--- src/rtl/csr_timer_if.sv ---
// CSR read/write bus shared between the timer block and the CSR file,
// plus the timer-side status outputs.
interface csr_timer_if;
  logic        csr_re;
  logic [31:0] csr_num;
  logic [3:0]  csr_we;
  logic [31:0] csr_wmask;
  logic [31:0] csr_wvalue;
  logic        csr_hit;
  logic [31:0] csr_rvalue;
  logic        timer_int;
  logic [63:0] cnt_value;
  logic [31:0] cnt_id;

  modport master (
    output csr_re, csr_num, csr_we, csr_wmask, csr_wvalue,
    input  csr_hit, csr_rvalue, timer_int, cnt_value, cnt_id
  );

  modport slave (
    input  csr_re, csr_num, csr_we, csr_wmask, csr_wvalue,
    output csr_hit, csr_rvalue, timer_int, cnt_value, cnt_id
  );
endinterface

--- src/rtl/csr_timer.sv ---
// Timer / stable-counter unit: owns TID, TCFG, TVAL, TICLR and a 64-bit
// free-running counter; drives the registered timer interrupt.
module csr_timer #(
  parameter logic [31:0] TID_RESET = 32'h0
) (
  input  logic       clk,
  input  logic       reset,
  csr_timer_if.slave bus
);
  localparam logic [11:0] A_TID   = 12'h040;
  localparam logic [11:0] A_TCFG  = 12'h041;
  localparam logic [11:0] A_TVAL  = 12'h042;
  localparam logic [11:0] A_TICLR = 12'h044;

  logic [11:0] addr;
  logic [31:0] wmask_eff;
  logic        wr_tcfg, clr_ti, tick;
  logic [31:0] reload;
  logic        unused_num;

  logic [31:0] tid_q, tid_d;
  logic [31:0] tcfg_q, tcfg_d;
  logic [31:0] tval_q, tval_d;
  logic        armed_q, armed_d;
  logic        ti_q, ti_d;
  logic [63:0] cnt_q;

  assign addr       = bus.csr_num[11:0];
  assign unused_num = ^bus.csr_num[31:12];

  // A bit is writable only when both its byte lane and its mask bit are set.
  assign wmask_eff = bus.csr_wmask & {{8{bus.csr_we[3]}}, {8{bus.csr_we[2]}},
                                      {8{bus.csr_we[1]}}, {8{bus.csr_we[0]}}};

  // Any lane enable at the TCFG address counts as a TCFG write, even if the
  // mask leaves the value unchanged: it still re-arms (or freezes) the timer.
  assign wr_tcfg = (addr == A_TCFG) && (|bus.csr_we);
  assign clr_ti  = (addr == A_TICLR) && wmask_eff[0] && bus.csr_wvalue[0];

  // Register write merge for TID and TCFG.
  always_comb begin
    tid_d  = tid_q;
    tcfg_d = tcfg_q;
    if (addr == A_TID)  tid_d  = (tid_q  & ~wmask_eff) | (bus.csr_wvalue & wmask_eff);
    if (addr == A_TCFG) tcfg_d = (tcfg_q & ~wmask_eff) | (bus.csr_wvalue & wmask_eff);
  end

  // Reload comes from the post-write TCFG so a write arms with its own InitVal.
  assign reload = {tcfg_d[31:2], 2'b00};
  // A TCFG write in the expiry cycle takes over: the tick is dropped entirely.
  assign tick   = tcfg_q[0] && armed_q && (tval_q == 32'h0) && !wr_tcfg;

  // Countdown / re-arm / interrupt-pending next state.
  always_comb begin
    tval_d  = tval_q;
    armed_d = armed_q;
    ti_d    = ti_q;
    if (wr_tcfg) begin
      if (tcfg_d[0]) begin
        tval_d  = reload;
        armed_d = 1'b1;
      end
    end else if (tick) begin
      if (tcfg_q[1]) begin
        tval_d = reload;
      end else begin
        tval_d  = 32'hFFFF_FFFF;
        armed_d = 1'b0;
      end
    end else if (tcfg_q[0] && armed_q) begin
      tval_d = tval_q - 32'd1;
    end
    if (tick)        ti_d = 1'b1;
    else if (clr_ti) ti_d = 1'b0;
  end

  // State registers; reset wins over any write or tick in the same cycle.
  always_ff @(posedge clk) begin
    if (reset) begin
      tid_q   <= TID_RESET;
      tcfg_q  <= 32'h0;
      tval_q  <= 32'hFFFF_FFFF;
      armed_q <= 1'b0;
      ti_q    <= 1'b0;
      cnt_q   <= 64'h0;
    end else begin
      tid_q   <= tid_d;
      tcfg_q  <= tcfg_d;
      tval_q  <= tval_d;
      armed_q <= armed_d;
      ti_q    <= ti_d;
      cnt_q   <= cnt_q + 64'd1;
    end
  end

  // Address decode and combinational read mux; TICLR reads as zero.
  always_comb begin
    bus.csr_hit    = 1'b0;
    bus.csr_rvalue = 32'h0;
    case (addr)
      A_TID:   begin bus.csr_hit = 1'b1; if (bus.csr_re) bus.csr_rvalue = tid_q;  end
      A_TCFG:  begin bus.csr_hit = 1'b1; if (bus.csr_re) bus.csr_rvalue = tcfg_q; end
      A_TVAL:  begin bus.csr_hit = 1'b1; if (bus.csr_re) bus.csr_rvalue = tval_q; end
      A_TICLR: bus.csr_hit = 1'b1;
      default: ;
    endcase
  end

  assign bus.timer_int = ti_q;
  assign bus.cnt_value = cnt_q;
  assign bus.cnt_id    = tid_q;
endmodule

--- src/flat_wrapper.sv ---
// flat-port wrapper written by rule: the top's interface ports become plain ports
module csr_timer_flat 
#(
  parameter logic [31:0] TID_RESET = 32'h0
)
  (clk, reset, bus_csr_re, bus_csr_num, bus_csr_we, bus_csr_wmask, bus_csr_wvalue, bus_csr_hit, bus_csr_rvalue, bus_timer_int, bus_cnt_value, bus_cnt_id);
  csr_timer_if bus_i ();
  input  logic clk;
  input  logic reset;
  input wire logic [$bits(bus_i.csr_re)-1:0] bus_csr_re;
  input wire logic [$bits(bus_i.csr_num)-1:0] bus_csr_num;
  input wire logic [$bits(bus_i.csr_we)-1:0] bus_csr_we;
  input wire logic [$bits(bus_i.csr_wmask)-1:0] bus_csr_wmask;
  input wire logic [$bits(bus_i.csr_wvalue)-1:0] bus_csr_wvalue;
  output wire logic [$bits(bus_i.csr_hit)-1:0] bus_csr_hit;
  output wire logic [$bits(bus_i.csr_rvalue)-1:0] bus_csr_rvalue;
  output wire logic [$bits(bus_i.timer_int)-1:0] bus_timer_int;
  output wire logic [$bits(bus_i.cnt_value)-1:0] bus_cnt_value;
  output wire logic [$bits(bus_i.cnt_id)-1:0] bus_cnt_id;
  assign bus_i.csr_re = bus_csr_re;
  assign bus_i.csr_num = bus_csr_num;
  assign bus_i.csr_we = bus_csr_we;
  assign bus_i.csr_wmask = bus_csr_wmask;
  assign bus_i.csr_wvalue = bus_csr_wvalue;
  assign bus_csr_hit = bus_i.csr_hit;
  assign bus_csr_rvalue = bus_i.csr_rvalue;
  assign bus_timer_int = bus_i.timer_int;
  assign bus_cnt_value = bus_i.cnt_value;
  assign bus_cnt_id = bus_i.cnt_id;
  csr_timer #(.TID_RESET(TID_RESET)) u_core (.clk(clk), .reset(reset), .bus(bus_i));
endmodule
--- config.mk ---
export PLATFORM = sky130hd
export DESIGN_NAME = csr_timer_flat
export DESIGN_NICKNAME = d
export VERILOG_FILES = /design/src/rtl/csr_timer_if.sv /design/src/rtl/csr_timer.sv /design/src/flat_wrapper.sv
export SDC_FILE = /design/constraint.sdc
export NUM_CORES = 1
export LEC_CHECK = 0
export CORE_ASPECT_RATIO = 0.5
export CORE_MARGIN = 1
export CORE_UTILIZATION = 25
export CTS_CLUSTER_DIAMETER = 100
export DETAILED_ROUTE_END_ITERATION = 8
export MAX_ROUTING_LAYER = met4
export PLACE_DENSITY = 0.57
export SLEW_MARGIN = 25
export SYNTH_ARGS = -nofsm -noshare
export SYNTH_HDL_FRONTEND = slang
export SYNTH_SLANG_ARGS = --single-unit
--- constraint.sdc ---
create_clock -name clk -period 3.9 [get_ports clk]
set_input_delay 0.78 -clock clk [delete_from_list [all_inputs] [get_ports clk]]
set_output_delay 0.78 -clock clk [all_outputs]
set_load 0.03 [all_outputs]
# Word level (Yosys, flattened, before mapping)
# Index checks and enable logic that the tools add are counted.
# totals
in_bits	103
output_inout_bits	130
regBits	162
word_cells	54
# op_classes
reduce_logical	15
addsub	2
mux	17
eq_ne	6
bitwise	7
# ops
op	count
32-bit two-way mux	9
32-bit bitwise AND	4
32-bit case mux with 3 select lines	1
64-bit by 1-bit adder with 64-bit output, second input constant	1
32-bit bitwise OR	2
12-bit by 7-bit equality test with 1-bit output, second input constant	4
32-bit logical NOT	1
32-bit inverter	1
32-bit by 1-bit subtractor with 32-bit output, second input constant	1
4-bit OR reduction	2
1-bit two-way mux	7
1-bit logical AND	6
2-bit nonzero test	2
3-bit AND reduction	1
3-bit nonzero test	1
2-bit by 1-bit != test with 1-bit output, second input constant	1
2-bit != test, second input constant	1
2-bit AND reduction	1
1-bit logical NOT	1

# Depth between registers and ports, before layout
# Gate-level depths: netlist (run 1).
# depth
word_depth	8
depth_mapped	9

# Worst setup path before layout (run 1)
# No wires, ideal clock.
# synth_path
path_type	input to output
from	input port bus_csr_num[9]
to	output port bus_csr_rvalue[21]
path_buffers	1
path_slack_ns	0.021
cell_stages	6
t_arrival_ns	3.099
cell_sequence	or4_4 -> or4b_1 -> nor2_2 -> clkbuf_1 -> a22oi_1 -> a21oi_1
# synth_via
elab_chain_len	2
elab_cells_between_ends	4
cone_classes	eq/ne: 3; mux: 1
# synth_lines
element	line	rtl
from (decl)	flat_wrapper.sv:11	input wire logic [$bits(bus_i.csr_num)-1:0] bus_csr_num;
12-bit by 7-bit equality test with 1-bit output	csr_timer.sv:100	case (addr)
32-bit case mux with 3 select lines *	csr_timer.sv:100	
to (decl)	flat_wrapper.sv:16	output wire logic [$bits(bus_i.csr_rvalue)-1:0] bus_csr_rvalue;
# Mark *: on every way between the ends. The rest lies on a longest branch, timed or not.

# Worst setup path in the final report (run 1)
# layout_path
from	input port bus_csr_num[9]
to	output port bus_csr_rvalue[31]
# Same word-level chain as after synthesis.

==> results of run 1 <==
final cells by class:
class | count | share of cell area [%]
clock buffer | 23 | 3.94
clock inverter | 6 | 0.475
inverter | 18 | 0.557
multi-input combinational | 838 | 41.0
sequential | 162 | 26.8
tap | 441 | 4.55
timing repair buffer | 270 | 22.8
report_power, final:
| part | leakage [nW] | switching, W | internal, W |
|---|---|---|---|
| Clock | 0.265 | 0.000683 | 0.000914 |
| Sequential | 1.31 | 0.00000515 | 0.00166 |
| Combinational | 2.54 | 0.0000928 | 0.0000921 |
| Total | 4.11 | 0.000781 | 0.00266 |
layout by cell type, fill, tap and decap left out, drive strengths merged, types with 39 or more instances in the layout:
| master | count |
|---|---|
| buf | 92 |
| a22oi | 41 |
| clkdlybuf4s50 | 172 |
| o21ai | 75 |
| nand2 | 108 |
| nand4 | 69 |
| nor2 | 139 |
| dfxtp | 162 |
| and2 | 39 |
| a21oi | 82 |
| nand3 | 47 |
worst max-delay path by stage:
stage | end | slack [ns] | depth (start not counted)
after detailed placement | bus_csr_rvalue[14] | -0.16 | 9
final | bus_csr_rvalue[31] | 0.10 | 9
after CTS | bus_csr_rvalue[1] | 0.004 | 10
after global placement | bus_csr_rvalue[12] | -0.16 | 9
after floorplan | bus_csr_rvalue[21] | 0.02 | 6
after global routing | bus_csr_rvalue[22] | 0.01 | 10
critical path, cell delays in order:
cell and delay, ns:
clkdlybuf4s15_1 0.16, or4_4 0.54, or4b_4 0.55, nor2_4 0.16, buf_6 0.18, buf_16 0.16, a22oi_1 0.09, a21oi_1 0.19
buf_4 0.19
cells by family after synthesis:
group	Yosys count	synth area share, %
adder cells (fa/ha/maj)	2	0.293
AO/OA/AOI/OAI	246	17.8
buffers and inverters	92	4.47
flip-flops	162	38.0
AND/OR/NAND/NOR	505	29.9
multiplexers	33	4.24
XOR/XNOR	52	5.34
repair_timing:
item,4_1_cts,5_1_grt
pin swaps,11,8
gates resized for setup,15,8
setup buffers,5,0
setup endpoints to repair,31,22
cloned,3,0
routing by layer:
| layer | vias up | GRT usage (%) | wire [µm] |
|---|---|---|---|
| li1 | 4399 | - | - |
| met1 | 4507 | 22.0 | 14300 |
| met2 | 238 | 30.6 | 15600 |
| met3 | 35 | 3.05 | 1060 |
| met4 | 0 | 6.24 | 555 |
| met5 | - | - | 0 |
metrics by stage:
| step | TNS [ns] | cell area, µm² | utilization (%) |
|---|---|---|---|
| 2_1_floorplan | 0 | 8530 | - |
| 3_3_place_gp | -2.15 | 11400 | 34.2 |
| 3_5_place_dp | -2.20 | 11400 | 34.2 |
| 4_1_cts | 0 | 12100 | 36.3 |
| 5_1_grt | 0 | 12100 | 36.4 |
| 6_report | 0 | 12100 | 36.4 |
==> results.yml, run 1 <==
drt:
  first_pass_iters: 5
  postRouteWirelength_um: 31400
  drt-initial-drc-count: 641
  drcViolationCount: 0
  antenna_left: 0
  routedWlPerCell_um: 17.9
  vias_per_cell: 5.22
  num_vias: 9179
timing:
  timing.final.crit_share_pct: 97.4
  max_freq_ghz: 0.263
  period_minus_slack_ns: 3.80
  relSlewSlack_pct: 42.5
  timing.final.ws_setup_ns: 0.102
  worst_hold_slack_ns: 0.489
  rsz0062_at_grt: "no"
  worstMarginPinSlew_ns: 0.860
  fin_skew_ns: 0.00839
  drv_slew: 0
  setup_violations: 0
  finalHoldViolCount: 0
worst_setup_path:
  timing.rr.start: "u_core.tval_q[0]$_SDFFE_PP1P_"
  cp-startpoint: "bus_csr_num[9]"
  reg2reg_to: "u_core.tval_q[19]$_SDFFE_PP1P_"
  cp.required_ns: 3.12
  worstPathMaxFanout: 12
  end_kind: "output port"
  start_kind: "input pin"
  worst_ep_arrival_time_ns: 3.02
  r2r_cells: 9
  crit_type: "in2out"
  r2r_slack_ns: 1.16
floorplanning:
  die_x_um: 263
  ios: 233
  rows: 47
  die_h_um: 133
  core_area_um2: 33300
  die_area_um2: 34900
  initial_utilization_pct: 25.6
finish:
  antenna_cells: 0
  area_growth_pct: 42.0
  multi_input_area_um2: 4960
  nNetsFinal: 1412
  stdcell_count: 1758
  seq_area_um2: 3240
  fillCellCount: 3355
  drive_gt1_share_pct: 12.5
synth:
  synthTopCellsByCount: "162 x dfxtp_1, 138 x nor2_1, 108 x nand2_1"
  postSynthCellCount: 1092
  ys_top_cells_by_area: "dfxtp_1 38%, nor2_1 6.1%, nand4_1 5.1%"
  yosysSeqAreaShare_pct: 38.0
  ys.flop_type: "dfxtp_1"
  syn_nets: 1197
  synth_cell_types: 64
  yosysMostFrequentCell: "dfxtp_1"
  synth-warning-count: 0
  synth_top_cell_area_share_pct: 38.0
  ys_ff_latch: 162
  synthArstFlopShare_pct: 0
  synth_edf_count: 0
  avgSynthCellArea_um2: 7.82
  synth_area_um2: 8530
  synth_top_cell_by_area: "dfxtp_1"
placement:
  post-dp-hpwl_um: 22400
  dpl.cell_count: 1721
  dp_slack_ns: -0.158
  portBuffers: 212
  gp_congestion: 0.891
clock_tree:
  clk_path_buf_depth: 2
  cts_tree: "built"
  holdBufCountCts: 0
  insertion_delay_ns: 0.44
  cts-root-buf: "clkbuf_16"
  clock-sinks: 162
  htree_levels: 4
  cts-buffers-inserted: 17
  clk_pin_slew_worst_paths_ns: 0.06
global_routing:
  grt_pass1_vias: 8923
  grt_max_degree: 67
  grt_pass1_wl_um: 49000
  antenna_found_initial: 0
  grt_use_total_pct: 18.2
  grt_remaining_overflow: 0
power_and_ir_drop:
  p_total_w: 0.00344
  power.density_nw_per_um2: 284
  peakVddDrop_mv: 0.302
  p_leak_nw: 4.11
min_path:
  holdPathEnd: "u_core.bus.timer_int$_SDFFE_PP0P_"
  hp-class: "reg2reg"
  min-delay-start: "u_core.bus.timer_int$_SDFFE_PP0P_"
  hold_depth: 2
job:
  cap_violations: 0
run_status:
  status: "complete, no violations"
Note: power is estimated with default switching activity, not from simulation.
==> run 2: changes to the inputs <==
CAP_MARGIN = 20   (was default)
DONT_BUFFER_PORTS = 1   (was default)
PLACE_DENSITY = 0.48   (was 0.57)
==> run 2 against run 1 <==
Compared with the run above:
- register-to-register slack got worse by 0.29 ns
- critical path depth fell by 2
- clock power rose by 17%
- utilization fell by 6.6 points
- final cell count fell by 12%
- sequential power barely moved
- global-route usage fell by 0.54 points
==> results.yml, run 2 (synthesis results as in run 1) <==
run_status:
  status: "complete, no violations"
drt:
  highest_layer: "met4"
  num_vias: 8324
  wl_met1_um: 13000
  postRouteWirelength_um: 30200
  first_pass_iters: 7
  drt-initial-drc-count: 772
  met3_wirelength_um: 1530
  wl_met2_um: 15000
  drcViolationCount: 0
  antenna_left: 0
  routedWlPerCell_um: 19.5
  vias_per_cell: 5.38
global_routing:
  grt_remaining_overflow: 0
  grt_pass1_wl_um: 47000
  grt_use_total_pct: 17.6
  grt_pass1_vias: 8040
  antenna_found_initial: 0
  grt_max_degree: 138
worst_setup_path:
  crit_chain: "or4_4 -> or4b_1 -> nor2_4 -> buf_12 -> a22oi_1 -> a21oi_1 -> buf_4"
  worst_ep_arrival_time_ns: 2.98
  critPathMaxStageDelay_ns: 0.63
  timing.rr.start: "u_core.bus.cnt_value[33]$_SDFF_PP0_"
  path_buf_inv: 2
  end_kind: "output port"
  slowest_stage: "or4b_1"
  r2r_slack_ns: 0.87
  start_kind: "input pin"
  reg2reg_to: "u_core.bus.cnt_value[62]$_SDFF_PP0_"
  worstPathMaxFanout: 44
  crit_type: "in2out"
  r2r_cells: 6
  cp_top_family: "simple AND/OR/NAND/NOR gates"
  cp.required_ns: 3.12
power_and_ir_drop:
  p_leak_nw: 3.25
  peakVddDrop_mv: 0.255
  power.density_nw_per_um2: 361
clock_tree:
  clk_path_buf_depth: 2
  cts-buffers-inserted: 17
  cts_tree: "built"
  cts-root-buf: "clkbuf_16"
  htree_levels: 4
  insertion_delay_ns: 0.45
  holdBufCountCts: 0
  postCtsSetupBuffers: 0
  clk_pin_slew_worst_paths_ns: 0.07
  cts_resized: 0
  clock-sinks: 162
timing:
  fin_skew_ns: 0.00742
  finalHoldViolCount: 0
  tns_ns: 0
  rsz0062_at_grt: "no"
  period_minus_slack_ns: 3.76
  relSlewSlack_pct: 34.5
  drv_slew: 0
  worst_hold_slack_ns: 0.399
  max_freq_ghz: 0.266
  timing.final.crit_share_pct: 96.3
  worstMarginPinSlew_ns: 0.980
  setup_violations: 0
finish:
  drive_gt1_share_pct: 11.3
  layout_commonest_cell: "dfxtp_1"
  area_growth_pct: 16.3
  antenna_cells: 0
  layout_common_cells: "162 x dfxtp_1, 138 x nor2_1, 108 x nand2_1, 82 x a21oi_1, 74 x o21ai_0"
  nNetsFinal: 1199
min_path:
  hold_depth: 1
  hp-class: "in2reg"
  min-delay-start: "reset"
job:
  cap_violations: 0
floorplanning:
  die_area_um2: 34900
  die_x_um: 263
  ios: 233
  core_area_um2: 33300
  initial_utilization_pct: 25.6
  rows: 47
  die_h_um: 133
placement:
  portBuffers: 0
  gp_congestion: 0.907
  post-dp-hpwl_um: 20700
-- run 2: cell count changes in the layout (fill, tap and decap cells not counted), moves of 4 or more --
cell             before  now
buf_12               17    5
buf_4                69   52
clkdlybuf4s50_1     172    0
clkinv_2              4    0
-- run 2: final cells by class --
cell class / instances / area (µm²)
well taps: 441 / 552
clock buffers: 25 / 505
flip-flops and latches: 162 / 3240
clock inverters: 7 / 144
fillers: 3549 / 23400
multi-input cells: 838 / 4930
repair buffers: 57 / 490
inverters: 18 / 67.6
-- run 2: power breakdown --
part	switching, W	internal, W
combinational	0.0000194	0.0000126
sequential	0.0000107	0.00166
clock	0.000723	0.00116
total	0.000753	0.00283
-- run 2: how the worst max path moves through the flow --
stage / from / to / slack [ns] / cells past startpoint
global placement: bus_csr_num[9] / bus_csr_rvalue[7] / 0.18 / 7
detailed placement: bus_csr_num[9] / bus_csr_rvalue[12] / 0.17 / 7
global route: bus_csr_num[9] / bus_csr_rvalue[7] / 0.07 / 7
floorplan: bus_csr_num[9] / bus_csr_rvalue[21] / 0.02 / 6
finish: bus_csr_num[9] / bus_csr_rvalue[26] / 0.14 / 7
CTS: bus_csr_num[9] / bus_csr_rvalue[26] / 0.16 / 7
-- run 2: routing by layer --
layer / track usage [%] / up-vias
met5: - / -
met2: 29.5 / 204
met3: 4.17 / 31
met4: 6.24 / 0
met1: 20.7 / 4124
li1: - / 3965
-- run 2: per-stage QoR --
| stage | std cells | area [µm²] | power [W] | worst slack, ns | util (%) |
|---|---|---|---|---|---|
| after floorplan | 1092 | 8530 | 0.00175 | 0.0213 | - |
| after global placement | 1516 | 9280 | 0.00174 | 0.184 | 27.8 |
| after detailed placement | 1516 | 9280 | 0.00174 | 0.167 | 27.8 |
| after CTS | 1548 | 9930 | 0.00362 | 0.158 | 29.8 |
| after global routing | 1548 | 9930 | 0.00369 | 0.0654 | 29.8 |
| final | 1548 | 9930 | 0.00358 | 0.143 | 29.8 |
==> run 3: changes to the inputs <==
clock period = 4.5 ns   (was 3.9 ns; I/O delays follow)
==> run 3 against run 2 <==
Compared with the run above:
- worst hold slack improved by 0.12 ns
- critical path depth unchanged
- clock skew increased by 0.0064 ns
- total power decreased by 20%
- wire length decreased by 1.5%
- utilization decreased by 0.48 points
- flip-flop and latch count unchanged
- clock power decreased by 27%
- sequential power decreased by 14%
- final cell count decreased by 0.19%
- first-iteration DRC count decreased by 5.4%
- highest routed layer unchanged
==> results.yml, run 3 (synthesis results as in run 1) <==
clock_tree:
  cts-buffers-inserted: 17
  holdBufCountCts: 0
  cts_resized: 0
  clk_pin_slew_worst_paths_ns: 0.06
  insertion_delay_ns: 0.45
  clock-sinks: 162
  cts-root-buf: "clkbuf_16"
  clk_path_buf_depth: 2
  htree_levels: 4
  cts_tree: "built"
  postCtsSetupBuffers: 0
worst_setup_path:
  worst_ep_arrival_time_ns: 3.09
  cp_top_family: "simple AND/OR/NAND/NOR gates"
  cp.required_ns: 3.60
  slowest_stage: "or4b_1"
  crit_chain: "or4_4 -> or4b_1 -> nor2_4 -> buf_12 -> a22oi_1 -> a21oi_1 -> buf_4"
  crit_type: "in2out"
  start_kind: "input pin"
  timing.rr.start: "u_core.bus.cnt_value[33]$_SDFF_PP0_"
  r2r_cells: 6
  worstPathMaxFanout: 46
  path_buf_inv: 2
  reg2reg_to: "u_core.bus.cnt_value[62]$_SDFF_PP0_"
  critPathMaxStageDelay_ns: 0.64
  r2r_slack_ns: 1.49
  end_kind: "output port"
timing:
  timing.final.ws_setup_ns: 0.511
  worstMarginPinSlew_ns: 0.838
  relSlewSlack_pct: 44.1
  tns_ns: 0
  worst_hold_slack_ns: 0.517
  period_minus_slack_ns: 3.99
  rsz0062_at_grt: "no"
  setup_violations: 0
  finalHoldViolCount: 0
  fin_skew_ns: 0.0138
  max_freq_ghz: 0.251
  drv_slew: 0
  timing.final.crit_share_pct: 88.7
finish:
  layout_commonest_cell: "dfxtp_1"
  finalInstanceArea_um2: 9770
  drive_gt1_share_pct: 11.0
  area_growth_pct: 14.5
  antenna_cells: 0
  nNetsFinal: 1196
  layout_common_cells: "162 x dfxtp_1, 138 x nor2_1, 108 x nand2_1, 82 x a21oi_1, 74 x o21ai_0"
drt:
  drcViolationCount: 0
  num_vias: 8271
  postRouteWirelength_um: 29700
  first_pass_iters: 5
  routedWlPerCell_um: 19.2
  vias_per_cell: 5.35
  antenna_left: 0
  drt-initial-drc-count: 730
min_path:
  hp-class: "reg2reg"
  hold_depth: 2
  min-delay-start: "u_core.armed_q$_SDFFE_PP0P_"
  holdPathEnd: "u_core.armed_q$_SDFFE_PP0P_"
power_and_ir_drop:
  p_leak_nw: 3.17
  peakVddDrop_mv: 0.217
  netSwitchingFraction_pct: 23.0
  p_comb_share_pct: 1.0
  power.density_nw_per_um2: 292
  power.share.clock_pct: 48.3
  p_total_w: 0.00285
  power_frac_seq_pct: 50.7
  p_int_w: 0.00219
  p_sw_w: 0.000657
placement:
  portBuffers: 0
  post-dp-hpwl_um: 20300
  dp_slack_ns: 0.520
  gp_congestion: 0.902
  dpl_cell_area_um2: 9230
global_routing:
  antenna_found_initial: 0
  grt_pass1_wl_um: 46200
  grt_pass1_vias: 7849
  grt_max_degree: 138
  grt_remaining_overflow: 0
  grt_use_total_pct: 17.4
floorplanning:
  die_x_um: 263
  initial_utilization_pct: 25.6
  die_area_um2: 34900
  rows: 47
  ios: 233
  core_area_um2: 33300
  die_h_um: 133
run_status:
  status: "complete, no violations"
job:
  cap_violations: 0
## run 3: layout make-up
type	count	area, µm²
clock buffers	24	482
clock inverters	8	53.8
fillers	3538	23600
inverters	18	67.6
multi-input cells	838	4930
flip-flops and latches	162	3240
well taps	441	552
repair buffers	54	443
## run 3: worst register-to-register path, cell delays in order (launching register included)
cell and delay (ns):
dfxtp_1 0.64, nand4_1 0.27, or3_1 0.50, nor4_1 0.65, nand3_1 0.36, or3_1 0.40
a21oi_1 0.14
## run 3: metal layers
metal / part of all wire, % / track usage [%]
met1: 44 / 21.0
met2: 49 / 28.4
met3: 4.9 / 3.95
met4: 2.0 / 6.56
met5: 0 / -
## run 3: how the worst max path moves through the flow
stage / startpoint / slack (ns) / endpoint / cells after the start
final: bus_csr_num[9] / 0.51 / bus_csr_rvalue[24] / 7
after global routing: bus_csr_num[9] / 0.41 / bus_csr_rvalue[9] / 7
after CTS: bus_csr_num[9] / 0.51 / bus_csr_rvalue[24] / 7
after detailed placement: bus_csr_num[9] / 0.52 / bus_csr_rvalue[24] / 7
after global placement: bus_csr_num[9] / 0.52 / bus_csr_rvalue[24] / 7
after floorplan: bus_csr_num[9] / 0.38 / bus_csr_rvalue[21] / 6
## run 3: stage by stage
| stage | instances | util, % |
|---|---|---|
| 2_1_floorplan | 1092 | - |
| 3_3_place_gp | 1513 | 27.7 |
| 3_5_place_dp | 1513 | 27.7 |
| 4_1_cts | 1545 | 29.3 |
| 5_1_grt | 1545 | 29.3 |
| 6_report | 1545 | 29.3 |
## run 3: power by group through the flow
stage          logic (W)  registers [W]  clock network (W)
6_report       0.0000280        0.00144            0.00138
4_1_cts        0.0000286        0.00144            0.00143
5_1_grt        0.0000324        0.00144            0.00148
2_1_floorplan  0.0000447        0.00148                  0
3_5_place_dp   0.0000285        0.00148                  0
3_3_place_gp   0.0000277        0.00148                  0
